<file path="config.mk">
export PLATFORM = sky130hd
export DESIGN_NAME = bridge_frame_executor
export DESIGN_NICKNAME = d
export VERILOG_FILES = /design/src/rtl/bridge_frame_executor.sv
export SDC_FILE = /design/constraint.sdc
export NUM_CORES = 1
export LEC_CHECK = 0
export ABC_CLOCK_PERIOD_IN_PS = 3300
export BUFFER_PORTS_ARGS = -buffer_cell sky130_fd_sc_hd__buf_4
export CAP_MARGIN = 25
export CORE_MARGIN = 5
export CORE_UTILIZATION = 50
export DETAILED_ROUTE_END_ITERATION = 12
export PLACE_DENSITY = 0.68
export RECOVER_POWER = 50
export SKIP_CTS_REPAIR_TIMING = 1
export SLEW_MARGIN = 0
export SYNTH_ARGS = -nofsm -noshare
export SYNTH_HDL_FRONTEND = slang
export SYNTH_SLANG_ARGS = --single-unit
</file>
<file path="constraint.sdc">
create_clock -name clk -period 3.3 [get_ports clk]
set_input_delay 0.165 -clock clk [delete_from_list [all_inputs] [get_ports clk]]
set_output_delay 0.165 -clock clk [all_outputs]
set_load 0.02 [all_outputs]
</file>
<file path="src/rtl/bridge_frame_executor.sv">
// Purpose : buffers UART-received command frames and executes them one at a time
//           as bus writes/reads; read data is returned to the UART transmitter.
// Latency : frame pulsed in cycle N (empty FIFO, FSM idle) -> req_valid in N+2.
// Backpr. : req_* held until req_accept; SEND holds while tx_busy; a frame that
//           arrives to a full FIFO with no same-cycle pop is dropped (sticky overflow).
//
// Ports:
//   clk, rstn                 clock, synchronous active-low reset
//   rx_frame / rx_ready       frame {mode, wdata, addr} and its one-cycle strobe
//   tx_data / tx_en / tx_busy read data, one-cycle TX start, TX busy
//   req_valid/mode/addr/wdata bus request (held stable while req_valid)
//   req_accept                bus master accepts the request
//   rsp_valid / rsp_rdata     read response
//   overflow                  sticky frame-dropped flag
//   fifo_level                occupied frame buffer entries
//
// Optional feature: define BRIDGE_READ_TIMEOUT_EN to bound the wait for a read
// response to TIMEOUT_CYCLES cycles; on expiry all-ones is returned as read data.

module bridge_frame_executor #(
    parameter int DATA_WIDTH     = 8,
    parameter int ADDR_WIDTH     = 16,
    parameter int FIFO_DEPTH     = 4,
    parameter int TIMEOUT_CYCLES = 1024
) (
    input  logic                             clk,
    input  logic                             rstn,
    input  logic [DATA_WIDTH+ADDR_WIDTH:0]   rx_frame,
    input  logic                             rx_ready,
    output logic [DATA_WIDTH-1:0]            tx_data,
    output logic                             tx_en,
    input  logic                             tx_busy,
    output logic                             req_valid,
    output logic                             req_mode,
    output logic [ADDR_WIDTH-1:0]            req_addr,
    output logic [DATA_WIDTH-1:0]            req_wdata,
    input  logic                             req_accept,
    input  logic                             rsp_valid,
    input  logic [DATA_WIDTH-1:0]            rsp_rdata,
    output logic                             overflow,
    output logic [$clog2(FIFO_DEPTH):0]      fifo_level
);

    localparam int FW = DATA_WIDTH + ADDR_WIDTH + 1;
    localparam int PW = $clog2(FIFO_DEPTH);
    localparam int LW = PW + 1;

    // Elaboration-time parameter sanity checks.
    if (FIFO_DEPTH < 2 || (FIFO_DEPTH & (FIFO_DEPTH - 1)) != 0) begin : g_bad_depth
        $error("FIFO_DEPTH must be a power of two and at least 2");
    end
    if (TIMEOUT_CYCLES < 1) begin : g_bad_timeout
        $error("TIMEOUT_CYCLES must be at least 1");
    end

    typedef enum logic [1:0] {
        S_IDLE     = 2'd0,
        S_ISSUE    = 2'd1,
        S_WAIT_RSP = 2'd2,
        S_SEND     = 2'd3
    } state_t;

    state_t state_q, state_d;

    // ------------------------------------------------------------------
    // Frame buffer
    // ------------------------------------------------------------------
    logic [FW-1:0]          mem_q [FIFO_DEPTH];
    logic [PW-1:0]          wr_ptr_q, wr_ptr_d;
    logic [PW-1:0]          rd_ptr_q, rd_ptr_d;
    logic [LW-1:0]          level_q, level_d;
    logic                   overflow_q, overflow_d;
    logic                   fifo_empty, fifo_full;
    logic                   push, pop, drop;
    logic [FW-1:0]          head;
    logic                   head_mode;
    logic [DATA_WIDTH-1:0]  head_wdata;
    logic [ADDR_WIDTH-1:0]  head_addr;

    assign fifo_empty = (level_q == '0);
    assign fifo_full  = (level_q == LW'(FIFO_DEPTH));

    // The FSM consumes the head only from IDLE, so a pop frees a slot in the
    // same cycle and lets a push into a full buffer through.
    assign pop  = (state_q == S_IDLE) && !fifo_empty;
    assign push = rx_ready && (!fifo_full || pop);
    assign drop = rx_ready && fifo_full && !pop;

    assign head       = mem_q[rd_ptr_q];
    assign head_mode  = head[FW-1];
    assign head_wdata = head[FW-2:ADDR_WIDTH];
    assign head_addr  = head[ADDR_WIDTH-1:0];

    always_comb begin
        wr_ptr_d   = wr_ptr_q;
        rd_ptr_d   = rd_ptr_q;
        level_d    = level_q;
        overflow_d = overflow_q || drop;
        if (push) begin
            wr_ptr_d = wr_ptr_q + PW'(1);
        end
        if (pop) begin
            rd_ptr_d = rd_ptr_q + PW'(1);
        end
        case ({push, pop})
            2'b10:   level_d = level_q + LW'(1);
            2'b01:   level_d = level_q - LW'(1);
            default: level_d = level_q;
        endcase
    end

    // Storage needs no reset: emptiness is tracked by the pointers and level.
    always_ff @(posedge clk) begin
        if (rstn && push) begin
            mem_q[wr_ptr_q] <= rx_frame;
        end
    end

    always_ff @(posedge clk) begin
        if (!rstn) begin
            wr_ptr_q   <= '0;
            rd_ptr_q   <= '0;
            level_q    <= '0;
            overflow_q <= 1'b0;
        end else begin
            wr_ptr_q   <= wr_ptr_d;
            rd_ptr_q   <= rd_ptr_d;
            level_q    <= level_d;
            overflow_q <= overflow_d;
        end
    end

    // ------------------------------------------------------------------
    // Read-response timeout
    // ------------------------------------------------------------------
    logic tmo_hit;

`ifdef BRIDGE_READ_TIMEOUT_EN
    localparam int TW = $clog2(TIMEOUT_CYCLES + 1);

    logic [TW-1:0] tmo_cnt_q, tmo_cnt_d;

    // Fires on the TIMEOUT_CYCLES-th consecutive WAIT_RSP cycle without a response.
    assign tmo_hit = (state_q == S_WAIT_RSP) && !rsp_valid &&
                     (tmo_cnt_q == TW'(TIMEOUT_CYCLES - 1));

    always_comb begin
        tmo_cnt_d = '0;
        if (state_q == S_WAIT_RSP && state_d == S_WAIT_RSP) begin
            tmo_cnt_d = tmo_cnt_q + TW'(1);
        end
    end

    always_ff @(posedge clk) begin
        if (!rstn) begin
            tmo_cnt_q <= '0;
        end else begin
            tmo_cnt_q <= tmo_cnt_d;
        end
    end
`else
    assign tmo_hit = 1'b0;
`endif

    // ------------------------------------------------------------------
    // Executor FSM
    // ------------------------------------------------------------------
    logic                   req_valid_q, req_valid_d;
    logic                   req_mode_q,  req_mode_d;
    logic [ADDR_WIDTH-1:0]  req_addr_q,  req_addr_d;
    logic [DATA_WIDTH-1:0]  req_wdata_q, req_wdata_d;
    logic [DATA_WIDTH-1:0]  tx_data_q,   tx_data_d;
    logic                   tx_en_q,     tx_en_d;

    always_ff @(posedge clk) begin
        if (!rstn) begin
            state_q <= S_IDLE;
        end else begin
            state_q <= state_d;
        end
    end

    always_comb begin
        state_d = state_q;
        case (state_q)
            S_IDLE: begin
                if (!fifo_empty) begin
                    state_d = S_ISSUE;
                end
            end
            S_ISSUE: begin
                if (req_accept) begin
                    state_d = req_mode_q ? S_IDLE : S_WAIT_RSP;
                end
            end
            S_WAIT_RSP: begin
                if (rsp_valid || tmo_hit) begin
                    state_d = S_SEND;
                end
            end
            S_SEND: begin
                if (!tx_busy) begin
                    state_d = S_IDLE;
                end
            end
            default: state_d = S_IDLE;
        endcase
    end

    // Registered outputs are computed from the next state so that req_valid
    // is high exactly in ISSUE and tx_en in the cycle after SEND sees !tx_busy.
    always_comb begin
        req_valid_d = (state_d == S_ISSUE);
        req_mode_d  = req_mode_q;
        req_addr_d  = req_addr_q;
        req_wdata_d = req_wdata_q;
        tx_data_d   = tx_data_q;
        tx_en_d     = (state_q == S_SEND) && !tx_busy;
        if (pop) begin
            req_mode_d  = head_mode;
            req_addr_d  = head_addr;
            req_wdata_d = head_mode ? head_wdata : '0;
        end
        if (state_q == S_WAIT_RSP) begin
            if (rsp_valid) begin
                tx_data_d = rsp_rdata;
            end else if (tmo_hit) begin
                tx_data_d = '1;
            end
        end
    end

    always_ff @(posedge clk) begin
        if (!rstn) begin
            req_valid_q <= 1'b0;
            req_mode_q  <= 1'b0;
            req_addr_q  <= '0;
            req_wdata_q <= '0;
            tx_data_q   <= '0;
            tx_en_q     <= 1'b0;
        end else begin
            req_valid_q <= req_valid_d;
            req_mode_q  <= req_mode_d;
            req_addr_q  <= req_addr_d;
            req_wdata_q <= req_wdata_d;
            tx_data_q   <= tx_data_d;
            tx_en_q     <= tx_en_d;
        end
    end

    assign req_valid  = req_valid_q;
    assign req_mode   = req_mode_q;
    assign req_addr   = req_addr_q;
    assign req_wdata  = req_wdata_q;
    assign tx_data    = tx_data_q;
    assign tx_en      = tx_en_q;
    assign overflow   = overflow_q;
    assign fifo_level = level_q;

endmodule

</file>
==> reports/qor.yml <==
synthesis:
  syn_area_mm2: 0.00548
  yosysUniqueCellTypes: 32
  syn_avg_cell_area_um2: 16.6
  async_flop_share_pct: 0
  ys_seq_area_share_pct: 71.9
  synth_warnings: 0
  yosys_most_used_dff: "edfxtp_1"
  syn-num-nets: 376
  synth-seq-cells: 147
  synth_edf_count: 100
  synthCells: 331
routing:
  vias: 3076
  wirelength_um: 10500
  drc_errors: 0
  vias_per_cell: 5.07
  drt.antenna.violating_nets: 0
  drt-pass1-iter-count: 4
  wl_per_cell_um: 17.3
  drtIter0Drc: 191
min_path:
  hold_path_class: "in -> reg"
sta:
  final_max_slew_viol_count: 0
  setup_violations: 0
  fin_crit_ps: 2510
  rsz0062_at_grt: "false"
  skew_ps: 16.2
  max_slew_margin_pct: 53.4
  timing_hold_violations_final: 0
  clock.fmax_mhz: 398
  fin_setup_tns_ps: 0
  fin_crit_sh_pct: 76.1
  tightest_slew_ps: 699
  whs_ps: 88.2
layout:
  fin_area_mm2: 0.00692
  regArea_mm2: 0.00395
  drive_gt1_share_pct: 16.7
  layout_common_cells: "100 x edfxtp_1, 65 x clkbuf_1, 46 x dfxtp_1, 44 x nand2_1, 36 x dlygate4sd3_1"
  multi_input_area_mm2: 0.00144
  final_nets: 499
  area_delta_synth_final_pct: 26.3
  final_common_cell: "edfxtp_1"
  antenna_cells: 0
  fillers: 849
clocking:
  cts.htree.levels: 4
  cts_num_sinks: 147
  cts_buffers: 17
  clkLatencyLatePin_ps: 530
  cts_root_buffer: "clkbuf_8"
  cts_tree: "yes"
  path_clk_slew_ps: 60
  clockBufferDepth: 2
status:
  status: "complete, no violations"
worst_setup_path:
  cp_data_required_time_ps: 3740
  endpoint_kind: "register"
  cp_max_fo: 7
  cpPeakStageDelay_ps: 390
  worst_setup_path_start_kind: "register"
  crit_arrival_ps: 2950
  path_class: "reg -> reg"
  crit_chain: "nor2_1 -> nor3_1 -> a21boi_1 -> inv_2 -> ha_1 -> fa_1 -> xnor2_1 -> or3_1 -> a21boi_0"
  slowest_stage: "fa_1"
run:
  drv_cap: 0
floorplan:
  io_pins: 78
  num_rows: 38
  start_util_pct: 50.8
  die_width_um: 115
  dieArea_mm2: 0.0132
  coreArea_mm2: 0.0108
  die_y_um: 115
pwr:
  switching_share_pct: 29.0
  p_leak_nw: 2.42
  intPower_w: 0.00390
  pwr-share-seq_pct: 43.2
  clkPwrFrac_pct: 34.6
  power.density_mw_per_mm2: 795
  comb_power_share_pct: 22.2
  vdd_drop_max_mv: 0.679
  p_sw_w: 0.00160
global_route:
  grt_max_degree: 51
  overflow: 0
  grt.total_usage_pct: 16.8
  grt_pass1_vias: 3064
  grt_pass1_wl_um: 16200
  grt_antenna_before_repair: 0
placement:
  place_congestion: 0.701
  dp_hpwl_um: 6290
  io_buffers: 77
  placed_area_mm2: 0.00621
[metrics by stage]
step | util, % | std cells | setup WS [ps] | total power (W)
global route | 64.1 | 607 | 578 | 0.00582
detailed placement | 57.5 | 539 | 880 | 0.00375
finish | 64.1 | 607 | 788 | 0.00550
CTS | 63.0 | 571 | 872 | 0.00566
global placement | 57.5 | 539 | 981 | 0.00373
floorplan | - | 331 | 1000 | 0.00326
[sequential cells by signal (all words and copies together) (netlist names), 2 cells and up, named ones only]
signal	count
req_wdata	8
wr_ptr_q	2
mem_q	100
tx_data	8
state_q	2
fifo_level	3
rd_ptr_q	2
req_addr	16
[power by group through the flow]
stage	clock (W)	sequential, W	combinational (W)
2_1_floorplan	0	0.00251	0.000752
3_3_place_gp	0	0.00241	0.00131
3_5_place_dp	0	0.00242	0.00133
4_1_cts	0.00194	0.00239	0.00133
5_1_grt	0.00204	0.00242	0.00136
6_report	0.00190	0.00237	0.00122
[per-layer routing]
layer | vias to the layer above | share of wire (%) | GRT usage (%)
li1 | 1482 | - | -
met1 | 1520 | 40 | 20.5
met2 | 67 | 54 | 28.1
met3 | 7 | 4.8 | 5.34
met4 | 0 | 0.94 | 6.34
met5 | - | 0 | 0
[final timing paths]
check / from / endpoint / slack [ps] / depth (start not counted)
worst max-delay path: state_q[1] / fifo_level[2] / 790 / 9
worst min-delay path: rsp_valid / state_q[0] / 90 / 5
worst max register to register: state_q[1] / fifo_level[2] / 790 / 9
worst min register to register: req_addr[15] / req_addr[15] / 460 / 2
[cells by family after synthesis]
| family | after synthesis | synth area share, % |
|---|---|---|
| flops | 147 | 71.9 |
| simple gates | 83 | 7.17 |
| mux | 36 | 12.3 |
| compound gates | 33 | 4.50 |
| buf+inv | 21 | 1.80 |
| fa+ha+maj | 6 | 1.51 |
| xor+xnor | 5 | 0.799 |
[critical path, delay by kind of cell, from the launching register on]
| kind | cells | cell delay (ps) |
|---|---|---|
| adders and majority gates | 2 | 640 |
| DFF | 1 | 360 |
| buffers and inverters | 1 | 110 |
| xor gates and xnor gates | 1 | 140 |
| AOI/OAI and AO/OA | 2 | 500 |
| and+or+nand+nor | 3 | 690 |
[synth_stat cells, types with 2 or more instances]
cell type  number  share of area [%]
edfxtp_1      100                 55
dfxtp_1        47                 17
nand2_1        44                3.0
mux4_2         25                 10
a21boi_0       18                2.5
nor2b_1        12                1.4
mux2i_1        11                2.0
o21ai_0         9               0.82
nand3_1         8               0.73
buf_2           7               0.64
and2_1          6               0.68
clkbuf_1        6               0.41
ha_1            5                1.1
xnor2_1         5               0.80
and3_1          4               0.46
buf_4           3               0.41
inv_1           3               0.21
nor2_1          3               0.21
inv_2           2               0.14
[cell type report]
type,count,share of cell area (%)
inverters,5,0.271
clock inverters,12,2.37
multi-input cells,163,20.7
repair buffers,120,11.0
clock buffers,20,6.14
well taps,140,2.53
flip-flops and latches,147,57.0
(Power assumes the default switching activity.)
